===== config.mk =====
export PLATFORM = sky130hd
export DESIGN_NAME = qspi_rx_aligner
export DESIGN_NICKNAME = d
export VERILOG_FILES = /design/src/rtl/qspi_rx_pkg.sv /design/src/rtl/qspi_rx_fifo.sv /design/src/rtl/qspi_rx_aligner.sv
export SDC_FILE = /design/constraint.sdc
export NUM_CORES = 1
export LEC_CHECK = 0
export CORE_UTILIZATION = 63
export CTS_BUF_LIST = sky130_fd_sc_hd__clkbuf_8
export CTS_CLUSTER_DIAMETER = 200
export CTS_CLUSTER_SIZE = 10
export DETAILED_ROUTE_END_ITERATION = 6
export GPL_ROUTABILITY_DRIVEN = 1
export PLACE_DENSITY = 0.87
export SETUP_SLACK_MARGIN = 0.2
export SLEW_MARGIN = 20
export SYNTH_ARGS = -nofsm -noshare
export SYNTH_HDL_FRONTEND = slang
export SYNTH_SLANG_ARGS = --single-unit

===== constraint.sdc =====
create_clock -name clk -period 9.2 [get_ports clk]
set_clock_uncertainty 0.15 [all_clocks]
set_input_delay 1.84 -clock clk [delete_from_list [all_inputs] [get_ports clk]]
set_output_delay 1.84 -clock clk [all_outputs]
set_load 0.02 [all_outputs]

===== src/rtl/qspi_rx_pkg.sv =====
`default_nettype none
// ============================================================================
// Module      : qspi_rx_pkg
// Description : Shared constants and types for the QSPI read-data aligner:
//               word-length encoding, receive FSM states and the default
//               pad-latency limit.
// Revision    : 1.0 - initial release
// ============================================================================
package qspi_rx_pkg;

    // Bytes-per-word encoding on the len input. Code 3 is also treated as 4 bytes.
    localparam logic [1:0] LEN_1B = 2'd0;
    localparam logic [1:0] LEN_2B = 2'd1;
    localparam logic [1:0] LEN_4B = 2'd2;

    // Default largest round-trip latency. The latency register is 3 bits wide,
    // so values above 7 are not meaningful.
    localparam int MAX_LATENCY_DEFAULT = 5;

    typedef enum logic [0:0] {
        IDLE = 1'b0,
        RECV = 1'b1
    } rx_state_t;

    // Index of the nibble that completes a word of the given length.
    function automatic logic [2:0] last_nibble(input logic [1:0] len_code);
        case (len_code)
            LEN_1B:  last_nibble = 3'd1;
            LEN_2B:  last_nibble = 3'd3;
            default: last_nibble = 3'd7;
        endcase
    endfunction

endpackage
`default_nettype wire


===== src/rtl/qspi_rx_fifo.sv =====
`default_nettype none
// ============================================================================
// Module      : qspi_rx_fifo
// Description : Small synchronous FIFO. The head entry is taken straight from
//               the storage registers and reads as zero while empty. A push
//               into a full FIFO is accepted only when a pop frees a slot in
//               the same cycle; otherwise it is ignored. A pop while empty
//               is ignored.
// Ports       : clk, rst        - clock, synchronous active-high reset
//               push, push_data - write request and word
//               pop             - remove head entry
//               head            - current head word (0 when empty)
//               full, empty     - occupancy flags
// Revision    : 1.0 - initial release
// ============================================================================
module qspi_rx_fifo
#(
    parameter int DEPTH = 2,
    parameter int WIDTH = 32
)
(
    input  logic             clk,
    input  logic             rst,
    input  logic             push,
    input  logic [WIDTH-1:0] push_data,
    input  logic             pop,
    output logic [WIDTH-1:0] head,
    output logic             full,
    output logic             empty
);

    localparam int AW = $clog2(DEPTH);

    logic [WIDTH-1:0] r_mem [DEPTH];
    logic [AW:0]      r_wr_ptr;
    logic [AW:0]      r_rd_ptr;
    logic             w_pop;
    logic             w_push;

    // Pointers carry one extra wrap bit to tell full from empty.
    assign empty  = (r_wr_ptr == r_rd_ptr);
    assign full   = (r_wr_ptr[AW] != r_rd_ptr[AW]) &&
                    (r_wr_ptr[AW-1:0] == r_rd_ptr[AW-1:0]);
    assign w_pop  = pop && !empty;
    assign w_push = push && (!full || w_pop);
    assign head   = empty ? '0 : r_mem[r_rd_ptr[AW-1:0]];

    always_ff @(posedge clk) begin
        if (rst) begin
            r_wr_ptr <= '0;
            r_rd_ptr <= '0;
            for (int i = 0; i < DEPTH; i++) begin
                r_mem[i] <= '0;
            end
        end else begin
            if (w_push) begin
                r_mem[r_wr_ptr[AW-1:0]] <= push_data;
                r_wr_ptr                <= r_wr_ptr + 1'b1;
            end
            if (w_pop) begin
                r_rd_ptr <= r_rd_ptr + 1'b1;
            end
        end
    end

endmodule
`default_nettype wire


===== src/rtl/qspi_rx_aligner.sv =====
`default_nettype none
// ============================================================================
// Module      : qspi_rx_aligner
// Description : QSPI read-data capture stage. Delays the controller's sample
//               strobe by a latency latched from the data pins during reset,
//               captures nibbles on the delayed strobe, packs them into
//               1/2/4-byte little-endian words and queues them in a FIFO.
// Ports       : clk, rst        - clock, synchronous active-high reset
//               latency_pins    - latency code, sampled while rst=1
//               qspi_data_in    - raw nibble {d3,d2,d1,d0}
//               start, stop     - begin / end a read stream (stop wins)
//               len             - bytes per word, sampled at start
//               sample_strobe   - zero-latency nibble-valid marker
//               data_out        - FIFO head word
//               data_valid      - FIFO non-empty
//               data_ready      - consumer accepts data_out
//               overflow        - sticky word-dropped flag
//               busy            - receiving or strobes in flight
//               ovf_count       - saturating drop counter
// Options     : QSPI_RX_OVF_COUNT_EN - enables the ovf_count counter;
//               when undefined, ovf_count is tied to zero.
// Revision    : 1.0 - initial release
// ============================================================================
module qspi_rx_aligner
    import qspi_rx_pkg::*;
#(
    parameter int MAX_LATENCY = MAX_LATENCY_DEFAULT,
    parameter int FIFO_DEPTH  = 2
)
(
    input  logic        clk,
    input  logic        rst,
    input  logic [2:0]  latency_pins,
    input  logic [3:0]  qspi_data_in,
    input  logic        start,
    input  logic        stop,
    input  logic [1:0]  len,
    input  logic        sample_strobe,
    output logic [31:0] data_out,
    output logic        data_valid,
    input  logic        data_ready,
    output logic        overflow,
    output logic        busy,
    output logic [7:0]  ovf_count
);

    localparam logic [2:0] C_MAX_LAT = 3'(MAX_LATENCY);

    rx_state_t               r_state;
    logic [2:0]              r_lat;
    logic [1:0]              r_len;
    logic [2:0]              r_nib_cnt;
    logic [31:0]             r_word;
    logic [MAX_LATENCY-1:0]  r_pipe;

    logic [MAX_LATENCY:0]    w_taps;
    logic [MAX_LATENCY-1:0]  w_pipe_shift;
    logic                    w_eff_strobe;
    logic                    w_capture;
    logic [4:0]              w_shift;
    logic [31:0]             w_word_next;
    logic                    w_word_done;
    logic                    w_fifo_full;
    logic                    w_fifo_empty;
    logic                    w_pop;
    logic                    w_drop;
    logic [2:0]              w_lat_clamped;

    assign w_lat_clamped = (latency_pins > C_MAX_LAT) ? C_MAX_LAT : latency_pins;

    // Tap 0 is the live strobe, tap k the strobe asserted k cycles ago.
    assign w_taps       = {r_pipe, sample_strobe};
    assign w_pipe_shift = MAX_LATENCY'({r_pipe, sample_strobe});
    assign w_eff_strobe = w_taps[r_lat];

    // start/stop flush in-flight state, so a coincident strobe is discarded.
    assign w_capture = (r_state == RECV) && w_eff_strobe && !start && !stop;

    // Bit position of the incoming nibble: byte index * 8, plus 4 for the
    // even (high) nibble of each byte.
    assign w_shift     = {r_nib_cnt[2:1], ~r_nib_cnt[0], 2'b00};
    assign w_word_next = r_word | ({28'd0, qspi_data_in} << w_shift);
    assign w_word_done = w_capture && (r_nib_cnt == last_nibble(r_len));

    assign w_pop      = data_valid && data_ready;
    assign w_drop     = w_word_done && w_fifo_full && !w_pop;
    assign data_valid = !w_fifo_empty;
    assign busy       = (r_state == RECV) || (|r_pipe);

    qspi_rx_fifo #(
        .DEPTH (FIFO_DEPTH),
        .WIDTH (32)
    ) u_fifo (
        .clk       (clk),
        .rst       (rst),
        .push      (w_word_done),
        .push_data (w_word_next),
        .pop       (w_pop),
        .head      (data_out),
        .full      (w_fifo_full),
        .empty     (w_fifo_empty)
    );

    always_ff @(posedge clk) begin
        if (rst) begin
            r_state   <= IDLE;
            r_lat     <= w_lat_clamped;
            r_len     <= LEN_1B;
            r_nib_cnt <= '0;
            r_word    <= '0;
            r_pipe    <= '0;
            overflow  <= 1'b0;
        end else if (stop) begin
            r_state   <= IDLE;
            r_nib_cnt <= '0;
            r_word    <= '0;
            r_pipe    <= '0;
        end else if (start) begin
            r_state   <= RECV;
            r_len     <= len;
            r_nib_cnt <= '0;
            r_word    <= '0;
            r_pipe    <= '0;
            overflow  <= 1'b0;
        end else begin
            r_pipe <= w_pipe_shift;
            if (w_capture) begin
                if (w_word_done) begin
                    r_nib_cnt <= '0;
                    r_word    <= '0;
                end else begin
                    r_nib_cnt <= r_nib_cnt + 3'd1;
                    r_word    <= w_word_next;
                end
            end
            if (w_drop) begin
                overflow <= 1'b1;
            end
        end
    end

`ifdef QSPI_RX_OVF_COUNT_EN
    logic [7:0] r_ovf_count;

    always_ff @(posedge clk) begin
        if (rst) begin
            r_ovf_count <= '0;
        end else if (w_drop && (r_ovf_count != 8'hFF)) begin
            r_ovf_count <= r_ovf_count + 8'd1;
        end
    end

    assign ovf_count = r_ovf_count;
`else
    assign ovf_count = 8'd0;
`endif

endmodule
`default_nettype wire


==> results of run 1 <==
## worst register-to-register path, delay by kind of cell (launching register included)
| kind | cells | cell delay (ns) |
|---|---|---|
| buf+inv | 2 | 0.68 |
| flops | 1 | 0.43 |
| mux | 1 | 0.23 |
| simple gates | 1 | 0.90 |
| compound gates | 2 | 0.32 |
## metal layers
metal,vias to the layer above,track usage (%),wire [um]
met2,149,39.7,5060
met4,0,7.95,100
li1,1866,-,-
met3,10,6.83,683
met5,-,0,0
met1,1847,35.4,4570
## power groups by stage
| stage | logic, uW | clock network [uW] | registers [uW] |
|---|---|---|---|
| 2_1_floorplan | 30.4 | 0 | 577 |
| 3_3_place_gp | 39.7 | 0 | 577 |
| 3_5_place_dp | 41.0 | 0 | 579 |
| 4_1_cts | 41.2 | 432 | 567 |
| 5_1_grt | 45.3 | 452 | 568 |
| 6_report | 41.5 | 428 | 567 |
## layout make-up
| cell class | instances | area share, % |
|---|---|---|
| clock inverters | 15 | 2.23 |
| well taps | 105 | 2.17 |
| repair buffers | 53 | 8.60 |
| clock buffers | 17 | 3.87 |
| multi-input cells | 342 | 33.4 |
| flip-flops and latches | 116 | 49.5 |
| inverters | 3 | 0.186 |
## sequential cells by signal (all words and copies together), names as in the netlist, named ones only
signal	count
r_word	32
overflow	1
u_fifo.r_mem	64
r_nib_cnt	3
r_lat	3
r_pipe	5
u_fifo.r_rd_ptr	2
u_fifo.r_wr_ptr	2
r_state	1
r_len	2
## placed cells by master (no fill, tap or decap), drive strengths merged, types with 5 or more instances in the layout
master         instances
conb                   8
clkdlybuf4s50         49
mux2i                 35
clkinvlp               5
a21oi                 34
dfxtp                 49
clkinv                 7
nor2                  45
nor2b                  5
nor3                 100
clkbuf                17
o21a                  33
nand2                 34
inv                    5
edfxtp                67
and2                   5
## metrics by stage
step	cells	hold slack [ns]	worst slack (ns)	utilization (%)
after detailed placement	619	0.304	3.93	69.3
after global routing	651	0.332	4.65	74.0
after global placement	619	0.297	4.03	69.3
after floorplan	520	0.291	4.05	-
after CTS	651	0.320	4.39	73.9
final	651	0.318	4.79	74.0
## cell usage after synthesis (4+ instances only)
cell type  instances
nor3_1           100
edfxtp_1          67
dfxtp_1           49
nor2_1            45
mux2i_1           35
a21oi_1           34
nand2_1           34
o21a_1            33
clkbuf_1          26
buf_1             11
buf_4             11
buf_2              8
and2_1             5
nor2b_1            5
xor2_1             4
## path summary, 6_finish.rpt
check / startpoint / end / slack (ns) / cells past startpoint
max: flip-flop / data_out[10] / 4.79 / 3
min reg2reg: r_word[1] / r_word[1] / 0.32 / 1
min: r_word[1] / r_word[1] / 0.32 / 1
max reg2reg: r_lat[2] / u_fifo.r_mem[0][26] / 6.14 / 6
## kinds of logic (layout without fill, tap and decap cells)
| family | count (synthesis) | count (layout) | synth area share, % |
|---|---|---|---|
| simple gates | 207 | 207 | 18.8 |
| fa+ha+maj | 1 | 1 | 0.237 |
| compound gates | 81 | 81 | 9.82 |
| other cells | 1 | 8 | 0.0711 |
| mux | 39 | 39 | 7.50 |
| buf+inv | 62 | 88 | 5.81 |
| xor+xnor | 6 | 6 | 0.996 |
| flops | 116 | 116 | 56.7 |
==> flow_metrics.env, run 1 <==
export IMPL_rsz0062_at_grt="false"
export IMPL_clkTransAtPathRegs_ns=0.07
export IMPL_syn_to_final_growth_pct=14.7
export IMPL_outcome="finished clean"
export IMPL_ys_seq_elements=116
export IMPL_hp_class="flip-flop to flip-flop"
export IMPL_cts_buffer_depth=2
export IMPL_fillers=566
export IMPL_crit_fanout=32
export IMPL_synth_edf_count=67
export IMPL_synth_area_per_cell_um2=10.3
export IMPL_post_route_min_period_ns=4.41
export IMPL_post_dp_cell_area_um2=5670
export IMPL_crit_family="flip-flops"
export IMPL_portBuffers=49
export IMPL_cts_max_level=4
export IMPL_relSlewSlack_pct=35.2
export IMPL_irDropWorstVdd_mv=0.130
export IMPL_track_usage_pct=25.7
export IMPL_cts_setup_buffers=0
export IMPL_cts_buffers=17
export IMPL_finalHoldViolations=0
export IMPL_syn_instance_count=513
export IMPL_routed_wl_mm=10.4
export IMPL_critPathCaptureType="primary output"
export IMPL_setup_tns_final_ns=0
export IMPL_drc=0
export IMPL_cts_tree="yes"
export IMPL_cts_root_buf="clkbuf_8"
export IMPL_fmax_mhz=227
export IMPL_grt_pass1_vias=3439
export IMPL_drive_gt1_share_pct=8.79
export IMPL_initial_utilization_pct=64.5
export IMPL_viasPerCell=5.95
export IMPL_clock_latency_ns=0.42
export IMPL_die_height_um=93.5
export IMPL_worstPathArrival_ns=2.42
export IMPL_setup_viol=0
export IMPL_ys_async_sr_fraction_pct=0
export IMPL_grt_max_degree=68
export IMPL_seqPwrFrac_pct=54.7
export IMPL_p_sw_uw=247
export IMPL_p_clk_share_pct=41.3
export IMPL_ys_types=42
export IMPL_path_cells="mux2i_1, nor2_1, clkdlybuf4s50_1"
export IMPL_slew_violations=0
export IMPL_p_sw_share_pct=23.8
export IMPL_layout_nets=549
export IMPL_total_power_uw=1040
export IMPL_dieWidth_um=93.5
export IMPL_synth_area_um2=5270
export IMPL_diodes=0
export IMPL_coreArea_um2=8180
export IMPL_share_comb_of_total_power_pct=4.0
export IMPL_io_pins=58
export IMPL_yosysTopAreaCell="edfxtp_1"
export IMPL_drt_initial_drc_count=321
export IMPL_finalCritPeriodShare_pct=48.0
export IMPL_ctsHoldBuffers=0
export IMPL_yosysTopAreaCellShare_pct=38.1
export IMPL_start_kind="flip-flop"
export IMPL_dieArea_um2=8740
export IMPL_antenna_found_initial=0
export IMPL_critPathSlowestCell="dfxtp_2"
export IMPL_p_leak_uw=0.00188
export IMPL_hpwl_mm=6.53
export IMPL_grt_overflow=0
export IMPL_tightest_slew_ns=0.972
export IMPL_multi_input_area_um2=2020
export IMPL_num_vias=3872
export IMPL_worstSetupPathType="flip-flop to primary output"
export IMPL_max_stage_delay_ns=0.96
export IMPL_p_per_area_nw_per_um2=171
export IMPL_ys_flop_type="edfxtp_1"
export IMPL_clock_sinks=116
export IMPL_rows=33
export IMPL_cap_violations=0
export IMPL_ys_seq_area_share_pct=56.7
export IMPL_path_buf_inv=1
export IMPL_ant_nets=0
export IMPL_routabilityCongestion=0.787
export IMPL_grt_pass1_wl_mm=16.9
export IMPL_seqCellArea_um2=2990
export IMPL_yosys_warnings=0
export IMPL_wl_per_cell_um=16.0
export IMPL_dr_pass1_iters=5
export IMPL_worstPathRequired_ns=7.21
export IMPL_fin_area_um2=6050
export IMPL_cts_repair_resized=0
export IMPL_p_int_uw=789
export IMPL_synth_top_cells_by_area="edfxtp_1 (38%), dfxtp_1 (19%), nor3_1 (9.5%)"
Power figures use the tool's default switching activity.
==> run 2, diff against run 1 <==
--- a/config.mk
+++ b/config.mk
@@ -5,13 +5,13 @@
 export SDC_FILE = /design/constraint.sdc
 export NUM_CORES = 1
 export LEC_CHECK = 0
-export CORE_UTILIZATION = 63
+export CORE_UTILIZATION = 53
 export CTS_BUF_LIST = sky130_fd_sc_hd__clkbuf_8
 export CTS_CLUSTER_DIAMETER = 200
 export CTS_CLUSTER_SIZE = 10
 export DETAILED_ROUTE_END_ITERATION = 6
 export GPL_ROUTABILITY_DRIVEN = 1
-export PLACE_DENSITY = 0.87
+export PLACE_DENSITY = 0.78
 export SETUP_SLACK_MARGIN = 0.2
 export SLEW_MARGIN = 20
 export SYNTH_ARGS = -nofsm -noshare
==> constraint.sdc (replaced) <==
create_clock -name clk -period 3.69 [get_ports clk]
set_clock_uncertainty 0.15 [all_clocks]
set_input_delay 0.738 -clock clk [delete_from_list [all_inputs] [get_ports clk]]
set_output_delay 0.738 -clock clk [all_outputs]
set_load 0.02 [all_outputs]
==> flow_metrics.env, run 2 (same netlist as run 1, synthesis figures left out) <==
export IMPL_setup_viol=0
export IMPL_outcome="finished clean"
export IMPL_critPathCaptureType="primary output"
export IMPL_rr_startpoint="r_nib_cnt[1]"
export IMPL_cts_max_level=4
export IMPL_p_per_area_nw_per_um2=457
export IMPL_initial_utilization_pct=54.2
export IMPL_io_pins=58
export IMPL_path_buf_inv=2
export IMPL_diodes=0
export IMPL_dieArea_um2=10400
export IMPL_cts_repair_resized=0
export IMPL_cts_buffers=17
export IMPL_critPathSlowestCell="clkdlybuf4s50_1"
export IMPL_die_height_um=102
export IMPL_tightest_slew_ns=0.895
export IMPL_final_cell_count_no_fill=686
export IMPL_ctsHoldBuffers=0
export IMPL_rsz0062_at_grt="false"
export IMPL_ant_nets=0
export IMPL_syn_to_final_growth_pct=18.7
export IMPL_cts_setup_buffers=0
export IMPL_fillers=760
export IMPL_final_cell_mix="nor3_1 (100), edfxtp_1 (67), clkdlybuf4s50_1 (49)"
export IMPL_post_route_min_period_ns=3.23
export IMPL_antenna_found_initial=0
export IMPL_worstPathRequired_ns=2.80
export IMPL_worstSetupPathType="flip-flop to primary output"
export IMPL_cts_root_buf="clkbuf_8"
export IMPL_layout_nets=556
export IMPL_finalHoldViolations=0
export IMPL_cts_tree="yes"
export IMPL_grt_overflow=0
export IMPL_hp_class="flip-flop to flip-flop"
export IMPL_worstPathArrival_ns=2.35
export IMPL_post_route_util_pct=64.4
export IMPL_final_common_cell="nor3_1"
export IMPL_reg_top3="u_fifo.r_mem x64, r_word x32, r_pipe x5"
export IMPL_routed_wl_mm=10.8
export IMPL_grt_pass1_vias=3684
export IMPL_slew_violations=0
export IMPL_whs_ns=0.319
export IMPL_max_stage_delay_ns=0.64
export IMPL_crit_path_start="u_fifo.r_wr_ptr[0]"
export IMPL_num_vias=3908
export IMPL_grt_max_degree=66
export IMPL_crit_family="buffers and inverters"
export IMPL_endpoint="data_out[6]"
export IMPL_cts_buffer_depth=2
export IMPL_crit_fanout=33
export IMPL_drive_gt1_share_pct=8.68
export IMPL_dr_pass1_iters=5
export IMPL_routabilityCongestion=0.756
export IMPL_hpwl_mm=6.62
export IMPL_start_kind="flip-flop"
export IMPL_cap_violations=0
export IMPL_clock_sinks=116
export IMPL_dieWidth_um=102
export IMPL_placedCellCount=654
export IMPL_viasPerCell=5.70
export IMPL_p_leak_uw=0.00200
export IMPL_drt_initial_drc_count=212
export IMPL_cp_depth=5
export IMPL_relSlewSlack_pct=40.2
export IMPL_fin_area_um2=6260
export IMPL_portBuffers=49
export IMPL_r2r_end="u_fifo.r_mem[1][12]"
export IMPL_rrSetupSlack_ns=1.01
export IMPL_track_usage_pct=22.6
export IMPL_rows=36
export IMPL_largest_register="u_fifo.r_mem"
export IMPL_finalCritPeriodShare_pct=87.7
export IMPL_path_cells="xor2_1, nor2_2, buf_4, nor2_1, clkdlybuf4s50_1"
export IMPL_irDropWorstVdd_mv=0.294
export IMPL_clock_latency_ns=0.41
export IMPL_wl_per_cell_um=15.8
export IMPL_clkTransAtPathRegs_ns=0.06
export IMPL_worstRegToRegCells=5
export IMPL_drc=0
export IMPL_post_dp_cell_area_um2=5810
export IMPL_fmax_mhz=309
export IMPL_grt_pass1_wl_mm=17.8
export IMPL_largest_reg_flops=64
export IMPL_coreArea_um2=9730
-- run 2: layer usage --
metal / vias to the layer above / track usage, % / wire, um
li1: 1880 / - / -
met1: 1867 / 27.5 / 4570
met2: 146 / 38.9 / 5520
met3: 15 / 5.38 / 602
met4: 0 / 8.25 / 135
met5: - / 0 / 0
-- run 2: through the flow --
stage               TNS, ns  total power (uW)  worst slack, ns
finish                    0              2860            0.456
global route              0              2940            0.288
CTS                       0              2870            0.444
detailed placement        0              1550            0.463
global placement          0              1550            0.541
floorplan            -22.90              1510           -0.358
-- run 2: area by class of cell --
cell class              instances  area (um2)  share of cell area, %
flip-flops and latches        116        2990                   47.8
clock buffers                  17         234                   3.74
clock inverters                15         221                   3.54
multi-input cells             342        2010                   32.1
well taps                     133         166                   2.66
inverters                       3        11.3                  0.180
repair buffers                 60         623                   9.95
-- run 2: worst min-delay path by stage --
stage | from | to | slack (ns) | cells past startpoint
final | r_word[3] | r_word[3] | 0.32 | 1
after global routing | overflow | overflow | 0.33 | 1
after CTS | r_word[3] | r_word[3] | 0.32 | 1
after detailed placement | r_word[3] | r_word[3] | 0.30 | 1
after global placement | r_word[25] | r_word[25] | 0.30 | 1
after floorplan | r_word[12] | r_word[12] | 0.29 | 1
-- run 2: where the power goes --
part           switching, uW  internal, uW
clock                    481           856
sequential              12.0          1400
combinational           73.9          38.4
total                    567          2300
==> run 3, diff against run 2 <==
--- a/config.mk
+++ b/config.mk
@@ -11,7 +11,7 @@
 export CTS_CLUSTER_SIZE = 10
 export DETAILED_ROUTE_END_ITERATION = 6
 export GPL_ROUTABILITY_DRIVEN = 1
-export PLACE_DENSITY = 0.78
+export PLACE_DENSITY = 0.87
 export SETUP_SLACK_MARGIN = 0.2
 export SLEW_MARGIN = 20
 export SYNTH_ARGS = -nofsm -noshare
==> flow_metrics.env, run 3 (same netlist as run 1, synthesis figures left out) <==
export IMPL_outcome="finished clean"
export IMPL_largest_register="u_fifo.r_mem"
export IMPL_post_dp_cell_area_um2=5770
export IMPL_cts_buffers=17
export IMPL_drc=0
export IMPL_placedCellCount=653
export IMPL_viasPerCell=5.69
export IMPL_grt_overflow=0
export IMPL_met3_length_um=687
export IMPL_routed_wl_mm=10.8
export IMPL_syn_to_final_growth_pct=17.7
export IMPL_slew_violations=0
export IMPL_antenna_found_initial=0
export IMPL_grt_pass1_vias=3767
export IMPL_rr_startpoint="r_nib_cnt[1]"
export IMPL_rsz0062_at_grt="false"
export IMPL_crit_path_start="u_fifo.r_wr_ptr[0]"
export IMPL_wl_met2_mm=5.41
export IMPL_cts_setup_buffers=0
export IMPL_top_layer="met4"
export IMPL_met1_length_mm=4.59
export IMPL_portBuffers=49
export IMPL_worstPathArrival_ns=2.42
export IMPL_final_cell_count_no_fill=685
export IMPL_p_per_area_nw_per_um2=448
export IMPL_wl_per_cell_um=15.8
export IMPL_track_usage_pct=23.2
export IMPL_clock_latency_ns=0.43
export IMPL_start_kind="flip-flop"
export IMPL_clkTransAtPathRegs_ns=0.06
export IMPL_cts_buffer_depth=2
export IMPL_dieWidth_um=102
export IMPL_setup_viol=0
export IMPL_ant_nets=0
export IMPL_post_route_util_pct=63.8
export IMPL_finalHoldViolations=0
export IMPL_routabilityCongestion=0.748
export IMPL_irDropWorstVdd_mv=0.227
export IMPL_fmax_mhz=302
export IMPL_cts_repair_resized=0
export IMPL_drt_initial_drc_count=255
export IMPL_fin_area_um2=6210
export IMPL_fillers=730
export IMPL_multi_input_area_um2=2010
export IMPL_endpoint="data_out[5]"
export IMPL_dr_pass1_iters=5
export IMPL_dieArea_um2=10400
export IMPL_critPathCaptureType="primary output"
export IMPL_final_common_cell="nor3_1"
export IMPL_cap_violations=0
export IMPL_initial_utilization_pct=54.2
export IMPL_hp_class="flip-flop to flip-flop"
export IMPL_post_route_min_period_ns=3.31
export IMPL_largest_reg_flops=64
export IMPL_hpwl_mm=6.57
export IMPL_drive_gt1_share_pct=9.42
export IMPL_worstSetupPathType="flip-flop to primary output"
export IMPL_final_cell_mix="nor3_1 (100), edfxtp_1 (67), clkdlybuf4s50_1 (49)"
export IMPL_reg_top3="u_fifo.r_mem x64, r_word x32, r_pipe x5"
export IMPL_diodes=0
export IMPL_layout_nets=555
export IMPL_cts_max_level=4
export IMPL_io_pins=58
export IMPL_num_vias=3895
export IMPL_cts_tree="yes"
export IMPL_clock_sinks=116
export IMPL_finalCritPeriodShare_pct=89.6
export IMPL_tightest_slew_ns=0.943
export IMPL_die_height_um=102
export IMPL_ctsHoldBuffers=0
export IMPL_worstPathRequired_ns=2.80
export IMPL_grt_pass1_wl_mm=18.3
export IMPL_p_leak_uw=0.00195
export IMPL_coreArea_um2=9730
export IMPL_cts_root_buf="clkbuf_8"
export IMPL_rrSetupSlack_ns=0.97
export IMPL_whs_ns=0.317
export IMPL_relSlewSlack_pct=37.0
export IMPL_worstRegToRegCells=5
export IMPL_crit_fanout=33
export IMPL_r2r_end="u_fifo.r_mem[1][5]"
export IMPL_seqCellArea_um2=2990
export IMPL_rows=36
export IMPL_hold_start="r_word[23]"
export IMPL_grt_max_degree=66
[run 3: changes by cell type in the layout (fill, tap and decap cells not counted), sizes merged]
cell,change
buf,-1
bufinv,-2
clkbuf,+1
clkinv,+3
clkinvlp,+2
inv,-4
[run 3: where the power goes]
part	switching [uW]	total, uW	leakage, uW	internal (uW)
registers	12.0	1410	0.00105	1400
logic	73.1	111	0.000689	37.7
clock network	509	1260	0.000214	748
[run 3: area by class of cell]
class	instances	share of cell area, %
inverters	3	0.181
clock inverters	14	2.98
flip-flops and latches	116	48.2
clock buffers	18	3.99
well taps	133	2.68
repair buffers	59	9.51
multi-input cells	342	32.4
[run 3: per-stage QoR]
| step | worst slack [ns] | TNS (ns) | power, uW |
|---|---|---|---|
| 3_5_place_dp | 0.449 | 0 | 1550 |
| 4_1_cts | 0.374 | 0 | 2800 |
| 2_1_floorplan | -0.358 | -22.90 | 1510 |
| 6_report | 0.383 | 0 | 2780 |
| 3_3_place_gp | 0.551 | 0 | 1540 |
| 5_1_grt | 0.215 | 0 | 2870 |
[run 3: worst min path at each step]
stage / end / cells after the start
after global placement: r_word[11] / 1
after floorplan: r_word[12] / 1
after global routing: r_word[19] / 1
after CTS: r_word[23] / 1
final: r_word[23] / 1
after detailed placement: r_word[23] / 1
[run 3: metal layers]
metal | track usage [%] | up-vias
li1 | - | 1870
met1 | 29.2 | 1857
met2 | 38.3 | 151
met3 | 5.38 | 17
met4 | 9.92 | 0
met5 | 0 | -
[run 3: worst max-delay path, stage by stage, from the launching register on]
cell and delay, ns:
dfxtp_1 0.45, xor2_1 0.41, nor2_2 0.08, buf_4 0.24, nor2_1 0.15, clkdlybuf4s50_1 0.64
